$ cat src/rtl/sisc_ctrl_p.sv
// Multi-cycle control FSM for the SISC core: fetch/decode/execute/mem/writeback sequencing.
// Define SISC_CTRL_SWP_EN to enable the two-cycle register swap (SWP) instruction.
module sisc_ctrl_p #(
   parameter int unsigned OP_W   = 4,
   parameter int unsigned STAT_W = 4,
   parameter int unsigned TMO_W  = 4
) (
   input  logic              clk,
   input  logic              rst_f,
   input  logic [OP_W-1:0]   opcode,
   input  logic [STAT_W-1:0] mm,
   input  logic [STAT_W-1:0] stat,
   input  logic              mem_ready,
   output logic              ir_load,
   output logic              pc_write,
   output logic              pc_sel,
   output logic              br_sel,
   output logic [1:0]        alu_op,
   output logic              rf_we,
   output logic              wb_sel,
   output logic              rd_sel,
   output logic              mem_req,
   output logic              mem_we,
   output logic              halted,
   output logic              err,
   output logic [3:0]        state
);

   typedef enum logic [3:0] {
      S_START1  = 4'd0,
      S_FETCH   = 4'd1,
      S_DECODE  = 4'd2,
      S_EXECUTE = 4'd3,
      S_MEM     = 4'd4,
      S_WB      = 4'd5,
      S_WB2     = 4'd6,
      S_HALT    = 4'd7,
      S_ERR     = 4'd8
   } state_t;

   localparam logic [OP_W-1:0] OP_NOOP = OP_W'(0);
   localparam logic [OP_W-1:0] OP_LOD  = OP_W'(1);
   localparam logic [OP_W-1:0] OP_STR  = OP_W'(2);
   localparam logic [OP_W-1:0] OP_SWP  = OP_W'(3);
   localparam logic [OP_W-1:0] OP_BRA  = OP_W'(4);
   localparam logic [OP_W-1:0] OP_BRR  = OP_W'(5);
   localparam logic [OP_W-1:0] OP_BNE  = OP_W'(6);
   localparam logic [OP_W-1:0] OP_BNR  = OP_W'(7);
   localparam logic [OP_W-1:0] OP_ALU  = OP_W'(8);
   localparam logic [OP_W-1:0] OP_HLT  = OP_W'(15);

   localparam logic [STAT_W-1:0] MM_IMM = STAT_W'(8);
   // Last count before the limit: a MEM cycle without ready at this count times out.
   localparam logic [TMO_W-1:0]  TMO_PRE = ~TMO_W'(1);

   state_t           state_q, state_d;
   logic [TMO_W-1:0] tmo_q, tmo_d;
   logic             flag_hit;

   assign flag_hit = |(mm & stat);

   always_ff @(posedge clk or negedge rst_f) begin
      if (!rst_f) begin
         state_q <= S_START1;
         tmo_q   <= '0;
      end else begin
         state_q <= state_d;
         tmo_q   <= tmo_d;
      end
   end

   always_comb begin
      state_d  = state_q;
      tmo_d    = '0;
      ir_load  = 1'b0;
      pc_write = 1'b0;
      pc_sel   = 1'b0;
      br_sel   = 1'b0;
      alu_op   = 2'b00;
      rf_we    = 1'b0;
      wb_sel   = 1'b0;
      rd_sel   = 1'b0;
      mem_req  = 1'b0;
      mem_we   = 1'b0;
      halted   = 1'b0;
      err      = 1'b0;

      case (state_q)
         S_START1: state_d = S_FETCH;

         S_FETCH: begin
            ir_load  = 1'b1;
            pc_write = 1'b1;
            state_d  = S_DECODE;
         end

         S_DECODE: begin
            case (opcode)
               OP_HLT:  state_d = S_HALT;
               OP_NOOP: state_d = S_FETCH;
               OP_ALU, OP_LOD, OP_STR: state_d = S_EXECUTE;
`ifdef SISC_CTRL_SWP_EN
               OP_SWP:  state_d = S_EXECUTE;
`else
               OP_SWP:  state_d = S_ERR;
`endif
               OP_BRA, OP_BRR: begin
                  pc_write = flag_hit;
                  pc_sel   = flag_hit;
                  br_sel   = flag_hit && (opcode == OP_BRR);
                  state_d  = S_FETCH;
               end
               OP_BNE, OP_BNR: begin
                  pc_write = !flag_hit;
                  pc_sel   = !flag_hit;
                  br_sel   = !flag_hit && (opcode == OP_BNR);
                  state_d  = S_FETCH;
               end
               default: state_d = S_ERR;
            endcase
         end

         S_EXECUTE: begin
            if (opcode == OP_LOD || opcode == OP_STR) begin
               alu_op  = 2'b10;
               state_d = S_MEM;
            end else begin
               alu_op  = (opcode == OP_ALU && mm == MM_IMM) ? 2'b01 : 2'b00;
               state_d = S_WB;
            end
         end

         S_MEM: begin
            mem_req = 1'b1;
            mem_we  = (opcode == OP_STR);
            if (mem_ready) begin
               state_d = (opcode == OP_STR) ? S_FETCH : S_WB;
            end else if (tmo_q == TMO_PRE) begin
               state_d = S_ERR;
            end else begin
               tmo_d = tmo_q + 1'b1;
            end
         end

         S_WB: begin
            rf_we  = 1'b1;
            wb_sel = (opcode == OP_LOD);
`ifdef SISC_CTRL_SWP_EN
            state_d = (opcode == OP_SWP) ? S_WB2 : S_FETCH;
`else
            state_d = S_FETCH;
`endif
         end

         S_WB2: begin
            rf_we   = 1'b1;
            rd_sel  = 1'b1;
            state_d = S_FETCH;
         end

         S_HALT: halted = 1'b1;

         S_ERR: err = 1'b1;

         default: state_d = S_ERR;
      endcase
   end

   assign state = state_q;

endmodule

$ cat config.mk
export PLATFORM = sky130hd
export DESIGN_NAME = sisc_ctrl_p
export DESIGN_NICKNAME = d
export VERILOG_FILES = /design/src/rtl/sisc_ctrl_p.sv
export SDC_FILE = /design/constraint.sdc
export NUM_CORES = 1
export LEC_CHECK = 0
export CELL_PAD_IN_SITES_DETAIL_PLACEMENT = 1
export CELL_PAD_IN_SITES_GLOBAL_PLACEMENT = 2
export CORE_MARGIN = 2
export CORE_UTILIZATION = 23
export CTS_BUF_LIST = sky130_fd_sc_hd__clkbuf_8
export CTS_CLUSTER_DIAMETER = 60
export DETAILED_ROUTE_END_ITERATION = 12
export GPL_TIMING_DRIVEN = 0
export MAX_ROUTING_LAYER = met4
export PLACE_DENSITY_LB_ADDON = 0.1
export SLEW_MARGIN = 40
export SYNTH_ARGS = -nofsm -noshare
export SYNTH_HDL_FRONTEND = slang
export SYNTH_SLANG_ARGS = --single-unit
$ cat constraint.sdc
create_clock -name clk -period 2.4 [get_ports clk]
set_input_delay 0.72 -clock clk [delete_from_list [all_inputs] [get_ports clk]]
set_output_delay 0.72 -clock clk [all_outputs]
set_load 0.01 [all_outputs]
==> impl_metrics.py, run 1 <==
metrics = {
    "finish": {
        "finalNetCount": 144,
        "syn_to_final_growth_pct": 62.72,
        "nFillCells": 356,
        "final_common_cell": "nor2_1",
        "final_cell_mix": "11 x nor2_1, 8 x buf_2, 8 x buf_4, 8 x dlygate4sd2_1, 7 x dfrtp_1",
        "drive_gt1_share_pct": 32.00,
        "final_util_pct": 38.70,
        "antennaDiodeCount": 0,
    },
    "sta": {
        "setup_violations": 3,
        "period_share_pct": 105.2,
        "whs_ns": 0.5085,
        "fmax_ghz": 0.3959,
        "fin_crit_ns": 2.526,
        "rsz0062_at_grt": "true",
        "worst_slew_margin_rel_pct": 74.12,
        "drv_slew": 0,
        "setup_ws_ns": -0.1256,
        "hold_violations": 0,
        "skew_ns": 0.0005233,
        "worst_pin_slew_ns": 0.3870,
    },
    "run": {
        "cap_violations": 0,
    },
    "floorplanning": {
        "start_util_pct": 23.78,
        "row_count": 20,
        "ios": 32,
        "die_x_um": 59.49,
        "core_area_um2": 2978,
        "die_h_um": 59.49,
        "dieArea_um2": 3539,
    },
    "placed_design": {
        "io_buffers": 28,
        "place_ws_ns": -0.8563,
        "dpl.hpwl_um": 1717,
        "gp_congestion": 0.7506,
    },
    "status": {
        "status": "complete, but fails checks",
        "violations": "negative setup slack",
    },
    "worst_hold_path": {
        "hp-class": "reg2reg",
    },
    "routing": {
        "vias_per_cell": 5.114,
        "drc": 0,
        "wl_met1_um": 1066,
        "drtIter0Drc": 7,
        "firstDrtPassIters": 4,
        "wl_met3_um": 120,
        "highest_layer": "met4",
        "wl_met2_um": 1165,
        "antenna_left": 0,
        "routed_wl_um": 2376,
        "vias": 808,
        "wl_per_cell_um": 15.04,
    },
    "yosys": {
        "yosysSeqAreaShare_pct": 28.27,
        "synth_fp_nets": 105,
        "synth_seq_cells": 8,
        "yosys_warnings": 0,
        "syn_avg_cell_area_um2": 8.047,
        "synthCells": 88,
        "synthesis.area_um2": 708.2,
        "synth.distinct_cells": 41,
    },
    "pwr": {
        "power_density_nw_per_um2": 566.7,
        "peakVddDrop_uv": 167.2,
        "leakagePower_nw": 0.5486,
    },
    "clock_tree": {
        "cts.htree.levels": 1,
        "clock_latency_ns": 0.23,
        "cts_tree": "yes",
        "clock-sinks": 8,
        "cts_max_path_buffers": 2,
        "cts_buffers": 3,
        "clk_pin_slew_worst_paths_ns": 0.04,
        "root_buffer": "clkbuf_8",
    },
    "setup_path": {
        "cp-end-kind": "output port",
        "cp.arrival_ns": 1.81,
        "crit_required_ns": 1.68,
        "crit_path_start_kind": "primary input",
        "crit_type": "in2out",
        "path_max_fanout": 3,
    },
    "grt": {
        "antenna_found_initial": 0,
        "grt_pass1_wl_um": 3815,
        "grt_overflow": 0,
        "grt_start_max_net_pins": 11,
        "grt_pass1_vias": 812,
        "grt.total_usage_pct": 14.81,
    },
}
critical path, stage by stage:
cell	delay [ns]
buf_6	0.09
a22o_1	0.22
a221oi_2	0.19
xor2_1	0.26
buf_4	0.15
o21bai_1	0.05
buf_2	0.14
cells by family after synthesis:
family | count (synthesis) | synth area share (%)
simple gates | 43 | 35.34
compound gates | 19 | 19.26
buf+inv | 11 | 7.243
flops | 8 | 28.27
xor+xnor | 4 | 4.948
fa+ha+maj | 2 | 3.533
mux | 1 | 1.413
final cells by class:
class / instances / area, um^2 / area share (%)
plain buffers: 7 / 55.05 / 4.777
well taps: 33 / 41.29 / 3.583
multi-input cells: 69 / 514.2 / 44.63
inverters: 4 / 15.01 / 1.303
repair buffers: 34 / 284.0 / 24.65
flip-flops and latches: 8 / 201.4 / 17.48
clock buffers: 3 / 41.29 / 3.583
state kept, by name, summed over array words and instances (netlist names):
signal	flops
tmo_q	4
state	4
report_power, final:
group	leakage, nW	total, mW	switching, mW	internal (mW)
clock network	0.0216	0.164	0.0554	0.109
registers	0.106	0.172	0.0172	0.155
logic	0.421	0.317	0.155	0.162
cell usage after synthesis:
library cell / instances / area share, %
a21o_1: 1 / 1.1
a221oi_1: 1 / 1.2
or4_1: 1 / 1.1
clkbuf_1: 1 / 0.53
nor2b_1: 1 / 0.88
a22o_1: 1 / 1.2
nor4bb_1: 2 / 2.8
mux2i_1: 1 / 1.4
nor3b_1: 1 / 1.1
nand2b_1: 3 / 2.7
o221ai_1: 1 / 1.2
xor2_1: 1 / 1.2
a311o_1: 1 / 1.4
nor3_1: 4 / 2.8
buf_4: 1 / 1.1
nor4b_1: 1 / 1.2
nor2_2: 1 / 0.88
o21ai_0: 2 / 1.4
o32ai_1: 1 / 1.2
o21a_1: 1 / 1.1
o22ai_1: 1 / 0.88
o311ai_0: 1 / 1.2
xnor2_1: 3 / 3.7
inv_1: 4 / 2.1
a21oi_1: 4 / 2.8
nand2b_4: 1 / 1.9
nand4_1: 2 / 1.8
nand4b_1: 1 / 1.2
buf_2: 5 / 3.5
dfrtp_1: 8 / 28
a311oi_1: 2 / 2.5
nor4_1: 1 / 0.88
o21bai_1: 1 / 1.1
or3_4: 2 / 3.2
a31oi_1: 1 / 0.88
ha_1: 2 / 3.5
nand3_1: 2 / 1.4
nor2_1: 12 / 6.4
and3_1: 1 / 0.88
and2b_1: 1 / 1.1
nand2_1: 6 / 3.2
worst paths after layout:
path,start,slack (ns),cells past startpoint,end
min in group asynchronous,rst_f,0.78,1,state[0]$_DFFE_PN0P_
hold / removal,tmo_q[0]$_DFF_PN0_,0.51,1,tmo_q[0]$_DFF_PN0_
setup reg to reg,state[2]$_DFFE_PN0P_,0.87,5,tmo_q[2]$_DFF_PN0_
setup / recovery,stat[0],-0.13,7,pc_write
hold reg to reg,tmo_q[0]$_DFF_PN0_,0.51,1,tmo_q[0]$_DFF_PN0_
max in group asynchronous,rst_f,1.32,1,state[3]$_DFFE_PN0P_
metrics by stage:
step	power (mW)	std cells	TNS, ns	area [um^2]
2_1_floorplan	0.3232	88	0	708.2
3_3_place_gp	0.4562	149	-5.341	1030
3_5_place_dp	0.4599	149	-5.177	1030
4_1_cts	0.6552	157	-0.2368	1126
5_1_grt	0.6936	158	-0.5682	1152
6_report	0.6531	158	-0.3416	1152
layer usage:
layer | global-route usage (%) | up-vias
met5 | - | -
met4 | 5.714 | 0
met3 | 1.528 | 3
met2 | 25.59 | 29
met1 | 17.57 | 380
li1 | - | 396
timing repair:
action | 4_1_cts | 5_1_grt
pin swaps | 8 | 5
resized for setup | 70 | 7
hold buffers | 0 | 0
setup endpoints to repair | 13 | 7
buffers inserted | 5 | 1
Note: power is estimated with default switching activity, not from simulation.
==> run 2: changes to the inputs <==
Settings changed: REMOVE_ABC_BUFFERS set to 1.
==> impl_metrics.py, run 2 (synthesis gave the netlist of run 1 again) <==
metrics = {
    "status": {
        "status": "complete, but fails checks",
        "violations": "negative setup slack",
    },
    "pwr": {
        "p_clk_share_pct": 24.5,
        "leakagePower_nw": 0.5174,
        "p_total_mw": 0.6480,
        "combPwrFrac_pct": 44.0,
        "p_switching_mw": 0.2233,
        "swShare_pct": 34.46,
        "power_density_nw_per_um2": 563.5,
        "p_int_mw": 0.4246,
        "p_seq_share_pct": 31.6,
        "peakVddDrop_uv": 267.8,
    },
    "setup_path": {
        "crit_type": "in2out",
        "crit_path_start_kind": "primary input",
        "crit_path_cell_trace": "buf_6 > a22o_1 > a221oi_2 > xor2_1 > buf_4 > o21bai_1 > buf_2",
        "reg2reg_slack_ns": 0.89,
        "path_max_fanout": 2,
        "cpMaxStageDelayCell": "a22o_1",
        "r2r-start": "state[0]$_DFFE_PN0P_",
        "cp-end-kind": "output port",
        "endpoint": "pc_write",
        "reg2regPathDepth": 3,
        "crit_path_start": "stat[0]",
        "slowest_delay_ns": 0.22,
        "r2r_end": "tmo_q[1]$_DFF_PN0_",
        "cp.arrival_ns": 1.78,
        "crit_required_ns": 1.68,
    },
    "clock_tree": {
        "clock_latency_ns": 0.22,
        "cts.htree.levels": 1,
        "clk_pin_slew_worst_paths_ns": 0.04,
        "ctsHoldBuffers": 0,
        "cts_buffers": 3,
        "cts_tree": "yes",
        "root_buffer": "clkbuf_8",
        "cts_max_path_buffers": 2,
        "clock-sinks": 8,
    },
    "routing": {
        "vias": 793,
        "routed_wl_um": 2373,
        "highest_layer": "met3",
        "wl_met1_um": 1157,
        "antenna_left": 0,
        "drc": 0,
        "drtIter0Drc": 13,
        "wl_per_cell_um": 15.11,
        "vias_per_cell": 5.051,
        "firstDrtPassIters": 4,
        "wl_met3_um": 110,
        "wl_met2_um": 1106,
    },
    "finish": {
        "drive_gt1_share_pct": 37.10,
        "antennaDiodeCount": 0,
        "syn_to_final_growth_pct": 62.37,
        "fin_cells": 157,
        "final_cell_mix": "10 x nor2_1, 10 x buf_4, 9 x clkdlybuf4s50_1, 9 x buf_2, 6 x nand2_1",
        "finalNetCount": 143,
    },
    "floorplanning": {
        "ios": 32,
        "row_count": 20,
        "dieArea_um2": 3539,
        "die_h_um": 59.49,
        "core_area_um2": 2978,
        "die_x_um": 59.49,
        "start_util_pct": 23.78,
    },
    "placed_design": {
        "post-place-cells": 145,
        "dpl.hpwl_um": 1739,
        "gp_congestion": 0.8185,
        "io_buffers": 31,
    },
    "run": {
        "cap_violations": 0,
    },
    "sta": {
        "rsz0062_at_grt": "true",
        "fmax_ghz": 0.4005,
        "hold_violations": 0,
        "skew_ns": 0.002549,
        "fin_crit_ns": 2.497,
        "drv_slew": 0,
        "setup_violations": 3,
        "worst_slew_margin_rel_pct": 69.63,
        "period_share_pct": 104.0,
        "worst_pin_slew_ns": 0.4499,
        "setup_ws_ns": -0.09708,
    },
    "grt": {
        "grt_overflow": 0,
        "antenna_found_initial": 0,
        "grt.total_usage_pct": 14.18,
        "grt_pass1_wl_um": 3691,
        "grt_pass1_vias": 764,
        "grt_start_max_net_pins": 14,
    },
    "worst_hold_path": {
        "hp-class": "reg2reg",
    },
}
## run 2: changes by cell type in the layout (fill, tap and decap cells not counted), moves of 3 or more
cell             change
dfrtp_2              +3
clkdlybuf4s50_1      +3
dlygate4sd2_1        -4
dfrtp_1              -3
## run 2: worst min path at each step
| stage | from | to | cells past startpoint |
|---|---|---|---|
| after CTS | tmo_q[0]$_DFF_PN0_ | tmo_q[0]$_DFF_PN0_ | 1 |
| after global placement | tmo_q[0]$_DFF_PN0_ | tmo_q[0]$_DFF_PN0_ | 1 |
| after global routing | tmo_q[0]$_DFF_PN0_ | tmo_q[0]$_DFF_PN0_ | 1 |
| after floorplan | rst_f | state[0]$_DFFE_PN0P_ | 0 |
| final | tmo_q[0]$_DFF_PN0_ | tmo_q[0]$_DFF_PN0_ | 1 |
| after detailed placement | tmo_q[0]$_DFF_PN0_ | tmo_q[0]$_DFF_PN0_ | 1 |
## run 2: what timing repair did
item,4_1_cts,5_1_grt
resized for setup,83,10
buffers inserted,7,2
endpoints found under the setup margin,12,8
pin swaps,7,4
## run 2: power by group through the flow
stage | Clock (mW) | Combinational (mW) | Sequential [mW]
floorplan | 0 | 0.105 | 0.202
global placement | 0 | 0.237 | 0.211
detailed placement | 0 | 0.239 | 0.212
CTS | 0.165 | 0.263 | 0.199
global route | 0.170 | 0.309 | 0.211
finish | 0.159 | 0.285 | 0.204
## run 2: cell type report
| class | instances | area (um^2) |
|---|---|---|
| clock buffer | 3 | 41.29 |
| fill | 350 | 1828 |
| timing repair buffer | 40 | 329.1 |
| multi-input combinational | 69 | 518.0 |
| inverter | 4 | 15.01 |
| sequential | 8 | 205.2 |
| tap | 33 | 41.29 |
## run 2: layer usage
metal	track usage [%]	vias up
li1	-	394
met1	20.66	380
met2	20.88	19
met3	3.275	0
met4	0.9524	0
met5	-	-
## run 2: critical path, delay by kind of cell
kind | cells | cell delay [ns]
AOI/OAI and AO/OA | 3 | 0.47
buffers and inverters | 3 | 0.38
xor gates and xnor gates | 1 | 0.21
## run 2: per-stage QoR
step,TNS [ns],worst slack (ns),cell area [um^2],hold WS (ns),util [%]
2_1_floorplan,0,0.05924,671.9,0.4244,-
3_3_place_gp,-5.834,-0.8998,1023,0.4951,34.37
3_5_place_dp,-5.921,-0.9092,1023,0.5062,34.37
4_1_cts,-0.2702,-0.08591,1107,0.5122,37.18
5_1_grt,-0.5820,-0.1780,1150,0.5460,38.61
6_report,-0.2293,-0.09708,1150,0.5056,38.61
==> run 3: changes to the inputs <==
Settings changed: CAP_MARGIN set to 20, CELL_PAD_IN_SITES_DETAIL_PLACEMENT 1 to unset, CELL_PAD_IN_SITES_GLOBAL_PLACEMENT 2 to unset, CORE_UTILIZATION 23 to 39, PLACE_DENSITY set to 0.76, PLACE_DENSITY_LB_ADDON 0.1 to unset.
==> impl_metrics.py, run 3 (synthesis gave the netlist of run 1 again) <==
metrics = {
    "sta": {
        "rsz0062_at_grt": "true",
        "skew_ns": 0.0008196,
        "fin_crit_ns": 2.582,
        "fmax_ghz": 0.3873,
        "setup_violations": 3,
        "setup_ws_ns": -0.1819,
        "worst_slew_margin_rel_pct": 76.65,
        "worst_pin_slew_ns": 0.3478,
        "hold_violations": 0,
        "finalSetupTns_ns": -0.4351,
        "drv_slew": 0,
        "period_share_pct": 107.6,
    },
    "setup_path": {
        "r2r_end": "tmo_q[0]$_DFF_PN0_",
        "reg2regPathDepth": 3,
        "worstPathBufferInverterCount": 3,
        "slowest_delay_ns": 0.23,
        "crit_path_cell_trace": "buf_6 > a22o_1 > a221oi_2 > xor2_1 > buf_4 > nor3_2 > buf_2",
        "cp.arrival_ns": 1.86,
        "cp-end-kind": "output port",
        "crit_required_ns": 1.68,
        "critical_path_depth": 7,
        "cpMaxStageDelayCell": "a22o_1",
        "crit_family": "compound AO/OA/AOI/OAI gates",
        "crit_type": "in2out",
        "r2r-start": "state[1]$_DFFE_PN0P_",
        "crit_path_start_kind": "primary input",
        "reg2reg_slack_ns": 0.91,
        "path_max_fanout": 2,
    },
    "grt": {
        "grt_pass1_wl_um": 3291,
        "grt.total_usage_pct": 22.00,
        "grt_start_max_net_pins": 14,
        "antenna_found_initial": 0,
        "grt_pass1_vias": 740,
        "grt_overflow": 0,
    },
    "routing": {
        "routed_wl_um": 2086,
        "firstDrtPassIters": 4,
        "drc": 0,
        "vias_per_cell": 5.527,
        "antenna_left": 0,
        "vias": 807,
        "wl_per_cell_um": 14.29,
        "drtIter0Drc": 31,
    },
    "floorplanning": {
        "start_util_pct": 41.47,
        "ios": 32,
        "core_area_um2": 1708,
        "dieArea_um2": 2172,
        "die_h_um": 46.61,
        "die_x_um": 46.61,
        "row_count": 15,
    },
    "pwr": {
        "power_density_nw_per_um2": 580.7,
        "leakagePower_nw": 0.5109,
        "p_total_mw": 0.6241,
        "peakVddDrop_uv": 473.5,
    },
    "run": {
        "cap_violations": 0,
    },
    "finish": {
        "fin_area_um2": 1075,
        "drive_gt1_share_pct": 30.58,
        "nFillCells": 152,
        "antennaDiodeCount": 0,
        "final_common_cell": "buf_2",
        "final_util_pct": 62.93,
        "syn_to_final_growth_pct": 51.77,
        "finalNetCount": 140,
        "final_cell_mix": "12 x buf_2, 11 x nor2_1, 8 x clkdlybuf4s50_1",
    },
    "clock_tree": {
        "cts.htree.levels": 1,
        "cts_max_path_buffers": 2,
        "cts_tree": "yes",
        "clock-sinks": 8,
        "cts_buffers": 3,
        "clk_pin_slew_worst_paths_ns": 0.04,
        "clock_latency_ns": 0.22,
        "root_buffer": "clkbuf_8",
    },
    "placed_design": {
        "dpl.hpwl_um": 1335,
        "io_buffers": 31,
        "place_area_um2": 1013,
        "gp_congestion": 0.7743,
    },
    "status": {
        "status": "complete, but fails checks",
        "violations": "negative setup slack",
    },
    "worst_hold_path": {
        "holdPathEnd": "tmo_q[0]$_DFF_PN0_",
        "min_path_cells": 1,
        "hp-class": "reg2reg",
        "hp-start": "tmo_q[0]$_DFF_PN0_",
    },
}
run 3: routing by layer:
| layer | routed length, um | vias up | GRT usage, % |
|---|---|---|---|
| li1 | - | 385 | - |
| met1 | 889 | 374 | 28.61 |
| met2 | 1043 | 43 | 35.00 |
| met3 | 123 | 5 | 4.706 |
| met4 | 30 | 0 | 5.000 |
| met5 | 0 | - | - |
run 3: how the worst max path moves through the flow:
stage                   start         to  slack (ns)
floorplan               mm[0]     br_sel        0.06
global placement        mm[0]     br_sel       -0.83
detailed placement  opcode[1]  alu_op[1]       -0.85
CTS                   stat[0]   pc_write       -0.09
global route          stat[0]   pc_write       -0.20
finish                stat[0]     br_sel       -0.18
run 3: area by class of cell:
type | count | area [um^2] | area share, %
clock buffers | 3 | 41.29 | 3.842
inverters | 4 | 15.01 | 1.397
multi-input cells | 69 | 490.5 | 45.63
flip-flops and latches | 8 | 205.2 | 19.09
well taps | 25 | 31.28 | 2.910
repair buffers | 37 | 291.5 | 27.12
run 3: repair_timing:
item | CTS | global route
endpoints found under the setup margin | 10 | 9
buffers inserted | 6 | 0
hold endpoints to repair | 0 | 0
resized for setup | 77 | 5
hold buffers | 0 | 0
pin swaps | 7 | 1
run 3: where the power goes:
part | switching, mW | internal, mW | leakage, nW
Sequential | 0.0418 | 0.157 | 0.102
Clock | 0.0478 | 0.108 | 0.0216
Combinational | 0.123 | 0.146 | 0.388
Total | 0.213 | 0.411 | 0.511
run 3: per-stage QoR:
stage	hold WS, ns	setup WS [ns]	std cells
after floorplan	0.4244	0.05924	81
after global placement	0.4842	-0.8304	137
after detailed placement	0.4977	-0.8487	137
after CTS	0.5028	-0.08904	146
after global routing	0.5595	-0.1996	146
final	0.4979	-0.1819	146
